File: src/rtl/mul_seq.sv
`default_nettype none
// +----------------------------------------------------------------------------+
// | mul_seq: sequential radix-2 shift-add multiplier, signed/unsigned per op,  |
// | valid/ready on both sides.                               Revision: 1.0     |
// +----------------------------------------------------------------------------+
module mul_seq #(
  parameter int WIDTH = 8
) (
  input  logic                 clk,
  input  logic                 rst_n,
  input  logic                 in_valid,
  output logic                 in_ready,
  input  logic [WIDTH-1:0]     a,
  input  logic [WIDTH-1:0]     b,
  input  logic                 sgn,
  output logic                 out_valid,
  input  logic                 out_ready,
  output logic [2*WIDTH-1:0]   dout
);

  localparam int c_cnt_w = $clog2(WIDTH + 1);

  typedef enum logic [1:0] {
    IDLE = 2'd0,
    CALC = 2'd1,
    DONE = 2'd2
  } state_t;

  state_t               r_state;
  logic [WIDTH-1:0]     r_mcand;
  logic [WIDTH-1:0]     r_mplier;
  logic [2*WIDTH-1:0]   r_acc;
  logic [c_cnt_w-1:0]   r_cnt;
  logic                 r_neg;
  logic                 r_in_ready;
  logic                 r_out_valid;
  logic [2*WIDTH-1:0]   r_dout;

  logic [WIDTH-1:0]     w_a_mag;
  logic [WIDTH-1:0]     w_b_mag;
  logic [WIDTH:0]       w_sum;
  logic [2*WIDTH-1:0]   w_acc_next;
  logic [WIDTH-1:0]     w_mplier_next;
  logic [2*WIDTH-1:0]   w_dout_next;

  // The magnitude of the most-negative operand is 2^(WIDTH-1), still fits unsigned.
  assign w_a_mag = (sgn && a[WIDTH-1]) ? (WIDTH'(0) - a) : a;
  assign w_b_mag = (sgn && b[WIDTH-1]) ? (WIDTH'(0) - b) : b;

  always_comb begin
    w_sum = {1'b0, r_acc[2*WIDTH-1:WIDTH]};
    if (r_mplier[0]) begin
      w_sum = {1'b0, r_acc[2*WIDTH-1:WIDTH]} + {1'b0, r_mcand};
    end
  end

  // {carry, accumulator, multiplier} shifted right by one position.
  assign w_acc_next    = {w_sum, r_acc[WIDTH-1:1]};
  assign w_mplier_next = {r_acc[0], r_mplier[WIDTH-1:1]};
  assign w_dout_next   = r_neg ? ((2*WIDTH)'(0) - w_acc_next) : w_acc_next;

  always_ff @(posedge clk or negedge rst_n) begin
    if (!rst_n) begin
      r_state     <= IDLE;
      r_mcand     <= '0;
      r_mplier    <= '0;
      r_acc       <= '0;
      r_cnt       <= '0;
      r_neg       <= 1'b0;
      r_in_ready  <= 1'b1;
      r_out_valid <= 1'b0;
      r_dout      <= '0;
    end else begin
      case (r_state)
        IDLE: begin
          if (in_valid) begin
            r_mcand    <= w_a_mag;
            r_mplier   <= w_b_mag;
            r_neg      <= sgn & (a[WIDTH-1] ^ b[WIDTH-1]);
            r_acc      <= '0;
            r_cnt      <= c_cnt_w'(WIDTH);
            r_in_ready <= 1'b0;
            r_state    <= CALC;
          end
        end
        CALC: begin
          r_acc    <= w_acc_next;
          r_mplier <= w_mplier_next;
          r_cnt    <= r_cnt - c_cnt_w'(1);
          if (r_cnt == c_cnt_w'(1)) begin
            r_dout      <= w_dout_next;
            r_out_valid <= 1'b1;
            r_state     <= DONE;
          end
        end
        DONE: begin
          if (out_ready) begin
            r_out_valid <= 1'b0;
            r_in_ready  <= 1'b1;
            r_state     <= IDLE;
          end
        end
        default: begin
          r_out_valid <= 1'b0;
          r_in_ready  <= 1'b1;
          r_state     <= IDLE;
        end
      endcase
    end
  end

  assign in_ready  = r_in_ready;
  assign out_valid = r_out_valid;
  assign dout      = r_dout;

endmodule
`default_nettype wire

File: config.mk
export PLATFORM = sky130hd
export DESIGN_NAME = mul_seq
export DESIGN_NICKNAME = d
export VERILOG_FILES = /design/src/rtl/mul_seq.sv
export SDC_FILE = /design/constraint.sdc
export NUM_CORES = 1
export LEC_CHECK = 0
export CAP_MARGIN = 10
export CORE_ASPECT_RATIO = 1.1
export CORE_UTILIZATION = 50
export DETAILED_ROUTE_END_ITERATION = 7
export PLACE_DENSITY = 0.8
export SYNTH_ARGS = -nofsm -noshare
export SYNTH_HDL_FRONTEND = slang
export SYNTH_SLANG_ARGS = --single-unit
File: constraint.sdc
create_clock -name clk -period 3.46 [get_ports clk]
set_input_delay 1.038 -clock clk [delete_from_list [all_inputs] [get_ports clk]]
set_output_delay 1.038 -clock clk [all_outputs]
set_load 0.01 [all_outputs]
======== Yosys cells after proc, flatten, opt, wreduce, memory -nomap -nowiden ========
Cells that the tools add are included.
operators by class
  $add $sub $neg .......................... 5
  multiply operators ...................... 0
  divide/modulo/power cells ............... 0
  order comparisons ....................... 0
  equality and inequality tests ........... 6
  shift-type cells ........................ 0
  mux-type cells .......................... 20
  bitwise logic cells ..................... 4
  reduce and logical (&&, ||, !) cells .... 10
operators by type and width
  kind                     count
  $mux W16                 2
  $pmux W16 S2             1
  $mux W8                  3
  $pmux W8 S2              1
  $sub A1 B16 Y16 const A  1
  $sub A1 B8 Y8 const A    2
  $add A8 B8 Y9            1
  $mux W9                  1
  $reduce_and A3 Y1        3
  $pmux W4 S2              1
  $mux W2                  3
  $ne A2 B2 Y1 const B     3
  $pmux W1 S3              2
  $pmux W2 S3              1
  $reduce_and A2 Y1        3
  $eq A4 B1 Y1 const B     1
  $mux W1                  4
  $mux W4                  1
  $sub A4 B1 Y4 const B    1
  $eq A2 B1 Y1 const B     1
  $eq A2 B2 Y1 const B     1
  $logic_and A1 B1 Y1      2
  $logic_not A2 Y1         1
  $not A1 Y1               2
  3 further kinds          3
word-level totals
  flip-flop bits (word level) ............. 57
  bits in latches ......................... 0
  RAM bits ................................ 0
  memory bits (read-only) ................. 0
  output and inout port bits .............. 18
  memories kept ........................... 0

======== Depth between registers and ports, before layout ========
Gate-level depths: netlist of the first run.
  depth in word-level cells ............... 4
  depth in mapped cells ................... 9
  gate-level depth less buffers ........... 9

======== Worst setup path after synthesis of the first run ========
No wires, ideal clock.
  path type ............................... flip-flop to flip-flop
  start point ............................. register r_acc[8]
  end point ............................... register r_dout[15], in the netlist dout[15]
  library setup time ...................... 132 ps
  arrival ................................. 2,199 ps
  slack ................................... 1,129 ps
  stages on the path, launching flop included .. 10
  path buffers ............................ 0
  cells stage by stage .................... dfrtp_1 ha_1 fa_1 a211oi_1 nor3_1 nor3_2 nand2_1 o31ai_2 xnor2_1 o21ai_1
between the ends
  cells in the longest elaborated chain, start to end .. 4
ends and longest elaborated chain
  what                      RTL line  RTL
  start: declaration        32        logic [2*WIDTH-1:0] r_acc;
  start signal: assignment  87        r_acc <= w_acc_next;
  $add A8 B8 Y9             53        w_sum = {1'b0, r_acc[2*WIDTH-1:WIDTH]} + {1'b0, r_mcand};
  $mux W9 *                 52        if (r_mplier[0]) begin
  $sub A1 B16 Y16           60        assign w_dout_next = r_neg ? ((2*WIDTH)'(0) - w_acc_next) : w_acc_next;
  $mux W16 *                60
  end signal: assignment    91        r_dout <= w_dout_next;
  end: declaration          37        logic [2*WIDTH-1:0] r_dout;
Every way passes the cells marked *; elsewhere a longest branch is shown, timed or not.
A chain may end at the register's enable or synchronous reset.

======== Worst setup path in the final report of the first run ========
Ends and elaborated chain as after synthesis.

==> results by group, run 1 <==
Setup path
  – Crit path max fanout: 4
  – Crit path capture: dout[15]
  – Required @ worst endpoint: 3.64 ns
  – CP Capture Type: flip-flop
  – Worst path max stage delay: 0.43 ns
  – WP data arrival: 2.75 ns
  – Reg2reg end: dout[15]
  – Reg-to-Reg Start: r_acc[8]
  – Startpoint Class: flip-flop
  – Slowest cell on crit path: fa_1
  – Critical path type: reg -> reg
  – Worst reg2reg path depth: 9
  – Setup crit start: r_acc[8]
  – R2R Setup Slk: 0.89 ns
  – Critical-path cell list: ha_1 > fa_1 > a211oi_1 > nor3_1 > nor3_2 > nand2_1 > o31ai_2 > xnor2_1 > o21ai_1

Clock network
  – Clock-pin slew on the worst setup and hold paths: 0.06 ns
  – Clock Path Buffers: 2
  – Setup repair bufs after CTS: 0
  – CTS root buffer: clkbuf_8
  – Clk sinks: 57
  – Post_cts resized: 0
  – CTS H-tree lvls: 3
  – CTS Buf Count: 9
  – CTS tree: built
  – Worst skew pair latency: between 0.3 and 0.4 ns
  – CTS hold repair buffers: 0

Placement
  – Hpwl dp: 4710 µm
  – Place WS: 0.763 ns
  – Number of I/O port buffers: 38
  – Placed cell count: 467
  – Final Wtd Congestion: 0.800

Floorplan
  – Core Rows: 30
  – Core Region: roughly 6200 µm²
  – Die ar.: 6880 µm²
  – Die Y: between 80 and 90 µm
  – Die width: around 79 µm
  – Initial Utilization: 52.6%
  – Io pins: 39

Timing
  – Hold violation total from the final report: 0
  – Crit path time final: 2.57 ns
  – Max-slew violations: 0
  – Setup ws final: a little under 0.9 ns
  – Final period util: 74.2%
  – Maximum clock frequency: 0.390 GHz
  – Actual slew at the worst max-slew pin: 0.882 ns
  – Final setup viols: 0
  – Setup TNS: 0 ns
  – RSZ-0062 raised after global routing: false
  – Worst clock skew: ~0.008 ns
  – Slew headroom: between 40% and 50%

Synth
  – Cell accounting for the most synthesized area: dfrtp_1
  – Seq/Total Area, Yosys: 43.6%
  – Post-synthesis cell area: 3280 µm²
  – Number of flops mapped to enable cells by yosys: 0
  – Syn avg cell area: 9.02 µm²
  – Synth top area share: a little over two fifths
  – Most numerous cell in the Yosys netlist: nand2_1
  – Synthesis Warnings: 0
  – Post-Synthesis Cells: 363
  – Post-synth cell types: 47
  – Synth cell count leaders: 59 x nand2_1, 56 x dfrtp_1, 49 x o21ai_0
  – Synth Register Bits: 57
  – Most used DFF post-synth: dfrtp_1
  – Top cells by area, synth: dfrtp_1 43%, o21ai_0 7.5%, nand2_1 6.8%, ha_1 5.0%, xnor2_1 4.5%
  – Ys async rst share: 100%
  – Syn_nets: 398

Pwr
  – Pwr Density: 926 nW/µm²
  – Leak pwr: 0.00166 µW
  – Maximum VDD drop: 383 µV

Global route
  – Tot GR Track Use: 22.3%
  – Largest net degree at the start of global routing: 58
  – GR Overflow Total: 0
  – Antenna violations before repair: 0
  – Vias in the first global route: 2577
  – First-pass GRT wire length: 11800 µm

Detailed routing
  – Antenna viol nets, final: 0
  – DRT iter0 DRCs: 175
  – WL/cell: 13.7 µm
  – WL final: ~6600 µm
  – DRC Markers: 0
  – Vias per inst: 5.68
  – Via Count: 2743
  – DR pass1 iterations: 4

Final layout
  – Nets: between 400 and 500
  – Ant. Diodes: 0
  – Final Util: 62.7%
  – Fraction of layout cells with a size suffix above 1: 7.69%
  – Post-route insts no fill: 483
  – Area growth, synth to finish: 19.2%

Hold path
  – Worst hold path class: reg -> reg

Outcome
  – Status: complete, no violations

Flow run
  – Max cap viols: 0
==> cell usage in the layout, fill, tap and decap left out, types with 3 or more instances in the layout <==
master,count
buf_4,4
nor3_1,7
a31oi_1,3
a21oi_1,13
nand2b_1,5
ha_1,13
dfrtp_1,56
nor2b_1,4
o21ai_1,4
a22oi_1,7
inv_1,12
o21ai_0,49
o31ai_1,6
nand2_1,59
nand3_1,22
nor2_1,16
xor2_1,9
nor3b_1,3
clkbuf_8,11
or3_1,4
clkdlybuf4s50_1,37
xnor2_1,17
mux2i_1,5
==> state kept, by name (all words and copies together) (netlist names) <==
register / cells
r_acc: 16
in_ready: 1
r_cnt: 4
out_valid: 1
r_mplier: 8
r_state: 2
r_mcand: 8
dout: 16
r_neg: 1
==> layout make-up <==
cell class / instances / area, µm²
Inverter: 12 / 45.0
Tap cell: 80 / 100
Fill cell: 562 / 2330
Timing Repair Buffer: 42 / 405
Sequential cell: 57 / 1430
Clock inverter: 3 / 40.0
Multi-Input combinational cell: 276 / 1730
Clock buffer: 13 / 159
==> metal layers <==
layer / track usage, % / wire length, µm / part of all wire (%)
met3: 4.61 / 295 / 4.4
met5: 0 / 0 / 0
met1: 28.3 / 2960 / 45
met4: 11.1 / 76 / 1.1
met2: 36.1 / 3300 / 50
==> cells by family after synthesis <==
family | count (synthesis) | synth area share (%)
and+or+nand+nor | 132 | 20.2
AOI/OAI and AO/OA | 98 | 18.1
DFF | 57 | 43.6
buffers and inverters | 30 | 3.70
xor gates and xnor gates | 26 | 6.95
adders and majority gates | 14 | 5.58
muxes | 6 | 1.87
==> worst min-delay path by stage <==
stage,depth (start not counted),slack [ns],end,startpoint
after global placement,2,0.46,dout[2],dout[2]
after floorplan,2,0.45,r_mcand[7],r_mcand[7]
after detailed placement,2,0.47,dout[6],dout[6]
final,2,0.48,dout[6],dout[6]
after CTS,2,0.48,dout[6],dout[6]
after global routing,2,0.50,dout[6],dout[6]
==> power breakdown <==
| part | switching (µW) | internal (µW) | leakage, µW |
|---|---|---|---|
| logic | 959 | 789 | 0.000836 |
| clock network | 251 | 370 | 0.000103 |
| registers | 285 | 962 | 0.000720 |
==> metrics by stage <==
step	area, µm²	hold slack [ns]	power, µW
5_1_grt	3900	0.499	3930
3_5_place_dp	3700	0.469	3000
3_3_place_gp	3700	0.461	2920
6_report	3900	0.477	3620
2_1_floorplan	3280	0.453	2470
4_1_cts	3900	0.483	3640
==> worst max-delay path: cells and delay by family (launching register included) <==
family / cells / cell delay, ns
AO/OA/AOI/OAI: 3 / 0.69
XOR/XNOR: 1 / 0.14
adder cells (fa/ha/maj): 2 / 0.68
flip-flops: 1 / 0.41
AND/OR/NAND/NOR: 3 / 0.49
Note: power is estimated with default switching activity, not from simulation.
==> inputs of run 2 (changes only) <==
==> constraint.sdc (replaced) <==
create_clock -name clk -period 2.5 [get_ports clk]
set_input_delay 0.75 -clock clk [delete_from_list [all_inputs] [get_ports clk]]
set_output_delay 0.75 -clock clk [all_outputs]
set_load 0.01 [all_outputs]
==> run 2 against run 1 <==
Net effect:
- first-iteration DRC count stayed put
- worst hold slack got worse by 0.075 ns
- register-to-register slack worse by 0.79 ns
- final area up 1.8%
- total power is 41% higher
- fmax increased by 7.2%
- core utilization up 1.1 points
- die area is the same
- sequential share of layout area shrank 0.63 points
- routed wire length is 1.3% lower
- highest routed layer unchanged
- global-route usage fell by 0.67 points
==> results by group, run 2 (synthesized netlist as in run 1, its figures left out) <==
Outcome
  – Status: complete, no violations

Pwr
  – Sw Ratio: 41.5%
  – Tot Pwr: approximately 5100 µW
  – Internal cell power: between 2000 and 3000 µW
  – P_sw: 2110 µW
  – Leak pwr: 0.00169 µW
  – Pwr Density: roughly 1300 nW/µm²
  – Sequential power share: about a third
  – Comb pwr share: between 50 and 60%
  – Maximum VDD drop: 602 µV
  – Clock share of power: between 10% and 20%

Hold path
  – Worst hold path class: in -> async

Placement
  – Number of I/O port buffers: 38
  – Final Wtd Congestion: 0.912
  – Place WS: roughly 0.00096 ns
  – Hpwl dp: 4670 µm
  – Post-DP Area: 3770 µm²

Final layout
  – Most frequent cells in the layout: 59 x nand2_1, 56 x dfrtp_1, 48 x o21ai_0
  – Fin area: 3970 µm²
  – Final Util: about 64%
  – Fraction of layout cells with a size suffix above 1: between 10% and 20%
  – Nets: 441
  – Commonest non-fill, non-tap cell in the layout: nand2_1
  – Ant. Diodes: 0
  – # fillers: 551
  – Area growth, synth to finish: 21.3%

Floorplan
  – Initial Utilization: 52.6%
  – Core Rows: 30
  – Io pins: 39
  – Die width: between 70 and 80 µm
  – Die Y: 86.9 µm
  – Die ar.: 6880 µm²
  – Core Region: 6230 µm²

Timing
  – Crit path time final: 2.39 ns
  – Worst clock skew: 0.00778 ns
  – Setup TNS: 0 ns
  – Final setup viols: 0
  – Slew headroom: 41.5%
  – Final period util: 95.7%
  – Setup ws final: roughly 0.11 ns
  – Maximum clock frequency: 0.418 GHz
  – Max-slew violations: 0
  – Actual slew at the worst max-slew pin: 0.875 ns
  – Hold violation total from the final report: 0

Flow run
  – Max cap viols: 0

Clock network
  – CTS root buffer: clkbuf_8
  – CTS H-tree lvls: 3
  – Worst skew pair latency: 0.34 ns
  – Clock-pin slew on the worst setup and hold paths: 0.07 ns
  – CTS Buf Count: 9
  – Clock Path Buffers: 2
  – Clk sinks: 57
  – CTS tree: built

Global route
  – First-pass GRT wire length: between 10000 and 15000 µm
  – Vias in the first global route: 2562
  – Met3 global-route usage: 3.56%
  – Antenna violations before repair: 0
  – Met1 Usage GRT: 27.3%
  – Met2 GRT Util: 35.9%
  – Largest net degree at the start of global routing: 58
  – GR Overflow Total: 0
  – Tot GR Track Use: 21.6%
  – Top Usage Layer GRT: met2

Detailed routing
  – DRT iter0 DRCs: 175
  – WL final: 6550 µm
  – DRC Markers: 0
  – Via Count: 2755
  – Antenna viol nets, final: 0
  – WL/cell: 13.3 µm
  – Vias per inst: around 5.6
  – DR pass1 iterations: 4

Setup path
  – Critical path type: reg -> reg
  – WP data arrival: 2.62 ns
  – CP Capture Type: flip-flop
  – Crit path max fanout: 4
  – Required @ worst endpoint: 2.72 ns
  – Startpoint Class: flip-flop
## run 2: area by class of cell
type,count,area [µm²],share of cell area (%)
clock buffers,13,159,4.00
clock inverters,3,15.0,0.378
inverters,12,45.0,1.13
multi-input cells,276,1740,43.7
flip-flops and latches,57,1430,35.9
well taps,80,100,2.52
repair buffers,50,490,12.3
## run 2: routing by layer
layer / routed length (µm) / up-vias / share of wire (%)
met4: 121 / 0 / 1.8
met1: 3060 / 1297 / 47
met2: 3110 / 68 / 48
met5: 0 / - / 0
met3: 257 / 12 / 3.9
li1: - / 1378 / -
## run 2: through the flow
stage | hold WS [ns] | cells
final | 0.402 | 491
after global routing | 0.429 | 491
after CTS | 0.413 | 489
after detailed placement | 0.470 | 473
after global placement | 0.460 | 473
after floorplan | 0.453 | 363
## run 2: path summary, 6_finish.rpt
kind / start / endpoint / slack (ns) / cells after the start
max in group asynchronous: rst_n / in_ready / 1.81 / 2
worst min-delay path: rst_n / dout[10] / 0.40 / 2
worst min register to register: dout[7] / dout[7] / 0.48 / 2
worst max-delay path: r_acc[8] / dout[15] / 0.11 / 9
worst max register to register: r_acc[8] / dout[15] / 0.11 / 9
min in group clk: dout[7] / dout[7] / 0.48 / 2
## run 2: power by group through the flow
stage / logic [µW] / clock network (µW) / registers (µW)
floorplan: 1780 / 0 / 1640
global placement: 2460 / 0 / 1690
detailed placement: 2530 / 0 / 1710
CTS: 2550 / 770 / 1700
global route: 2940 / 809 / 1750
finish: 2620 / 758 / 1700
## run 2: worst max-delay path, cell delays in order, from the launching register on
cell,delay (ns)
dfrtp_1,0.40
ha_1,0.24
fa_2,0.39
a211oi_1,0.34
nor3_1,0.11
nor3_2,0.20
nand2_1,0.11
o31ai_2,0.27
xnor2_1,0.14
o21ai_1,0.07
## run 2: timing repair
action / 4_1_cts / 5_1_grt
setup buffers: 0 / 2
hold buffers: 0 / 0
gates resized for setup: 0 / 4
setup endpoints to repair: 1 / 4
pin swaps: 1 / 2
==> inputs of run 3 (changes only) <==
--- a/config.mk
+++ b/config.mk
@@ -9,6 +9,7 @@
 export CORE_ASPECT_RATIO = 1.1
 export CORE_UTILIZATION = 50
 export DETAILED_ROUTE_END_ITERATION = 7
+export HOLD_SLACK_MARGIN = 0.08
 export PLACE_DENSITY = 0.8
 export SYNTH_ARGS = -nofsm -noshare
 export SYNTH_HDL_FRONTEND = slang
==> constraint.sdc (replaced) <==
create_clock -name clk -period 2.3 [get_ports clk]
set_input_delay 0.69 -clock clk [delete_from_list [all_inputs] [get_ports clk]]
set_output_delay 0.69 -clock clk [all_outputs]
set_load 0.01 [all_outputs]
==> run 3 against run 2 <==
Net effect:
- total power up 23%
- fmax up 4.3%
- non-clock buffer count up 16
- via count up 1.2%
- largest power group unchanged
- routed wire length up 7.7%
- highest routed layer unchanged
- global-route usage up 0.94 points
- combinational power up 28%
- clock-buffer cell count down 2
- register-to-register slack worse by 0.10 ns
- critical path type unchanged
- worst setup slack worse by 0.10 ns
==> results by group, run 3 (synthesized netlist as in run 1, its figures left out) <==
Outcome
  – Status: complete, no violations

Final layout
  – Footprint of the multi-input gates: ~1900 µm²
  – Area growth, synth to finish: 30.1%
  – Post-route insts no fill: around 510
  – Most frequent cells in the layout: 59 x nand2_1, 55 x dfrtp_1, 47 x o21ai_0
  – Ant. Diodes: 0
  – Fraction of layout cells with a size suffix above 1: between 10% and 20%
  – Nets: 457
  – # fillers: 518
  – FF+latch area: 1430 µm²
  – Commonest non-fill, non-tap cell in the layout: nand2_1

Detailed routing
  – DRC Markers: 0
  – WL final: 7050 µm
  – Antenna viol nets, final: 0
  – DR pass1 iterations: 4
  – Vias per inst: 5.50
  – DRT iter0 DRCs: ~120
  – Via Count: roughly 2800
  – WL/cell: 13.9 µm

Placement
  – Hpwl dp: 4890 µm
  – Number of I/O port buffers: 38
  – Place WS: -0.0585 ns
  – Placed cell count: 485
  – Final Wtd Congestion: 0.925

Clock network
  – Clk sinks: 57
  – Clock Path Buffers: 2
  – CTS tree: built
  – CTS hold repair buffers: 0
  – Clock-pin slew on the worst setup and hold paths: around 0.060 ns
  – CTS Buf Count: 9
  – Worst skew pair latency: 0.34 ns
  – CTS root buffer: clkbuf_8
  – CTS H-tree lvls: 3

Setup path
  – Required @ worst endpoint: 2.51 ns
  – Critical path type: reg -> reg
  – Crit path max fanout: 3
  – Critical-path cell list: ha_2 > fa_2 > a211oi_4 > nor3_2 > nor3_2 > nand2_1 > o21ai_1 > xor2_1 > o21ai_0
  – Worst path max stage delay: ~0.4 ns
  – WP data arrival: 2.51 ns
  – Startpoint Class: flip-flop
  – Crit-path most repeated cell: nor3_2
  – CP Capture Type: flip-flop
  – Slowest cell on crit path: dfrtp_1

Pwr
  – Maximum VDD drop: between 600 and 700 µV
  – Leak pwr: 0.00180 µW
  – Pwr Density: 1470 nW/µm²

Floorplan
  – Initial Utilization: 52.6%
  – Core Rows: 30
  – Die width: 79.2 µm
  – Core Region: between 6000 and 7000 µm²
  – Die Y: 86.9 µm
  – Io pins: 39
  – Die ar.: 6880 µm²

Global route
  – Largest net degree at the start of global routing: 58
  – Tot GR Track Use: 22.5%
  – Antenna violations before repair: 0
  – GR Overflow Total: 0
  – First-pass GRT wire length: 11900 µm
  – Vias in the first global route: 2711

Timing
  – Slew headroom: 42.1%
  – Crit path time final: 2.29 ns
  – RSZ-0062 raised after global routing: true
  – Actual slew at the worst max-slew pin: around 0.87 ns
  – Final period util: 99.8%
  – Hold violation total from the final report: 0
  – WHS: roughly 0.34 ns
  – Max-slew violations: 0
  – Setup TNS: 0 ns
  – Setup ws final: a little over 0.005 ns
  – Worst clock skew: 0.00858 ns
  – Maximum clock frequency: 0.436 GHz
  – Final setup viols: 0

Flow run
  – Max cap viols: 0

Hold path
  – Worst hold path class: in -> async
[run 3: path summary, 6_finish.rpt]
kind                            cells after the start       start        to  slack, ns
worst max register to register                      9  r_mcand[0]  dout[14]      0.005
worst min-delay path                                2       rst_n  dout[11]       0.34
worst max-delay path                                9  r_mcand[0]  dout[14]      0.005
max in group asynchronous                           2       rst_n  in_ready       1.66
min in group clk                                    2     dout[7]   dout[7]       0.48
worst min register to register                      2     dout[7]   dout[7]       0.48
[run 3: area by class of cell]
class                   instances  share of cell area (%)
repair buffers                 66                    14.3
clock inverters                 5                    1.85
clock buffers                  11                    3.32
well taps                      80                    2.35
multi-input cells             276                    43.6
flip-flops and latches         57                    33.5
inverters                      12                    1.06
[run 3: metrics by stage]
stage	total power, µW	util [%]	instance area [µm²]
after global placement	4670	62.1	3870
after global routing	6740	68.4	4260
after floorplan	3730	-	3280
after CTS	5870	65.9	4110
final	6260	68.4	4260
after detailed placement	4790	62.1	3870
[run 3: critical path: cells and delay by family (launching register included)]
kind                       cells  cell delay, ns
DFF                            1            0.39
xor gates and xnor gates       1            0.18
adders and majority gates      2            0.60
and+or+nand+nor                3            0.41
AOI/OAI and AO/OA              3            0.59
[run 3: power breakdown]
part / internal, µW / total, µW / switching (µW)
Sequential: 1450 / 1880 / 428
Combinational: 1680 / 3360 / 1680
Clock: 637 / 1030 / 394
Total: 3760 / 6260 / 2500
[run 3: repair_timing]
action / CTS / global route
pin swaps: 3 / 15
gates cloned: 0 / 0
setup endpoints to repair: 4 / 5
gates resized for setup: 3 / 21
buffers inserted: 1 / 5
[run 3: routing by layer]
| metal | GRT usage [%] | vias up | routed length [µm] |
|---|---|---|---|
| met5 | 0 | - | 0 |
| met4 | 11.7 | 0 | 162 |
| met3 | 3.46 | 12 | 220 |
| met2 | 38.2 | 59 | 3520 |
| met1 | 27.8 | 1307 | 3150 |
| li1 | - | 1410 | - |
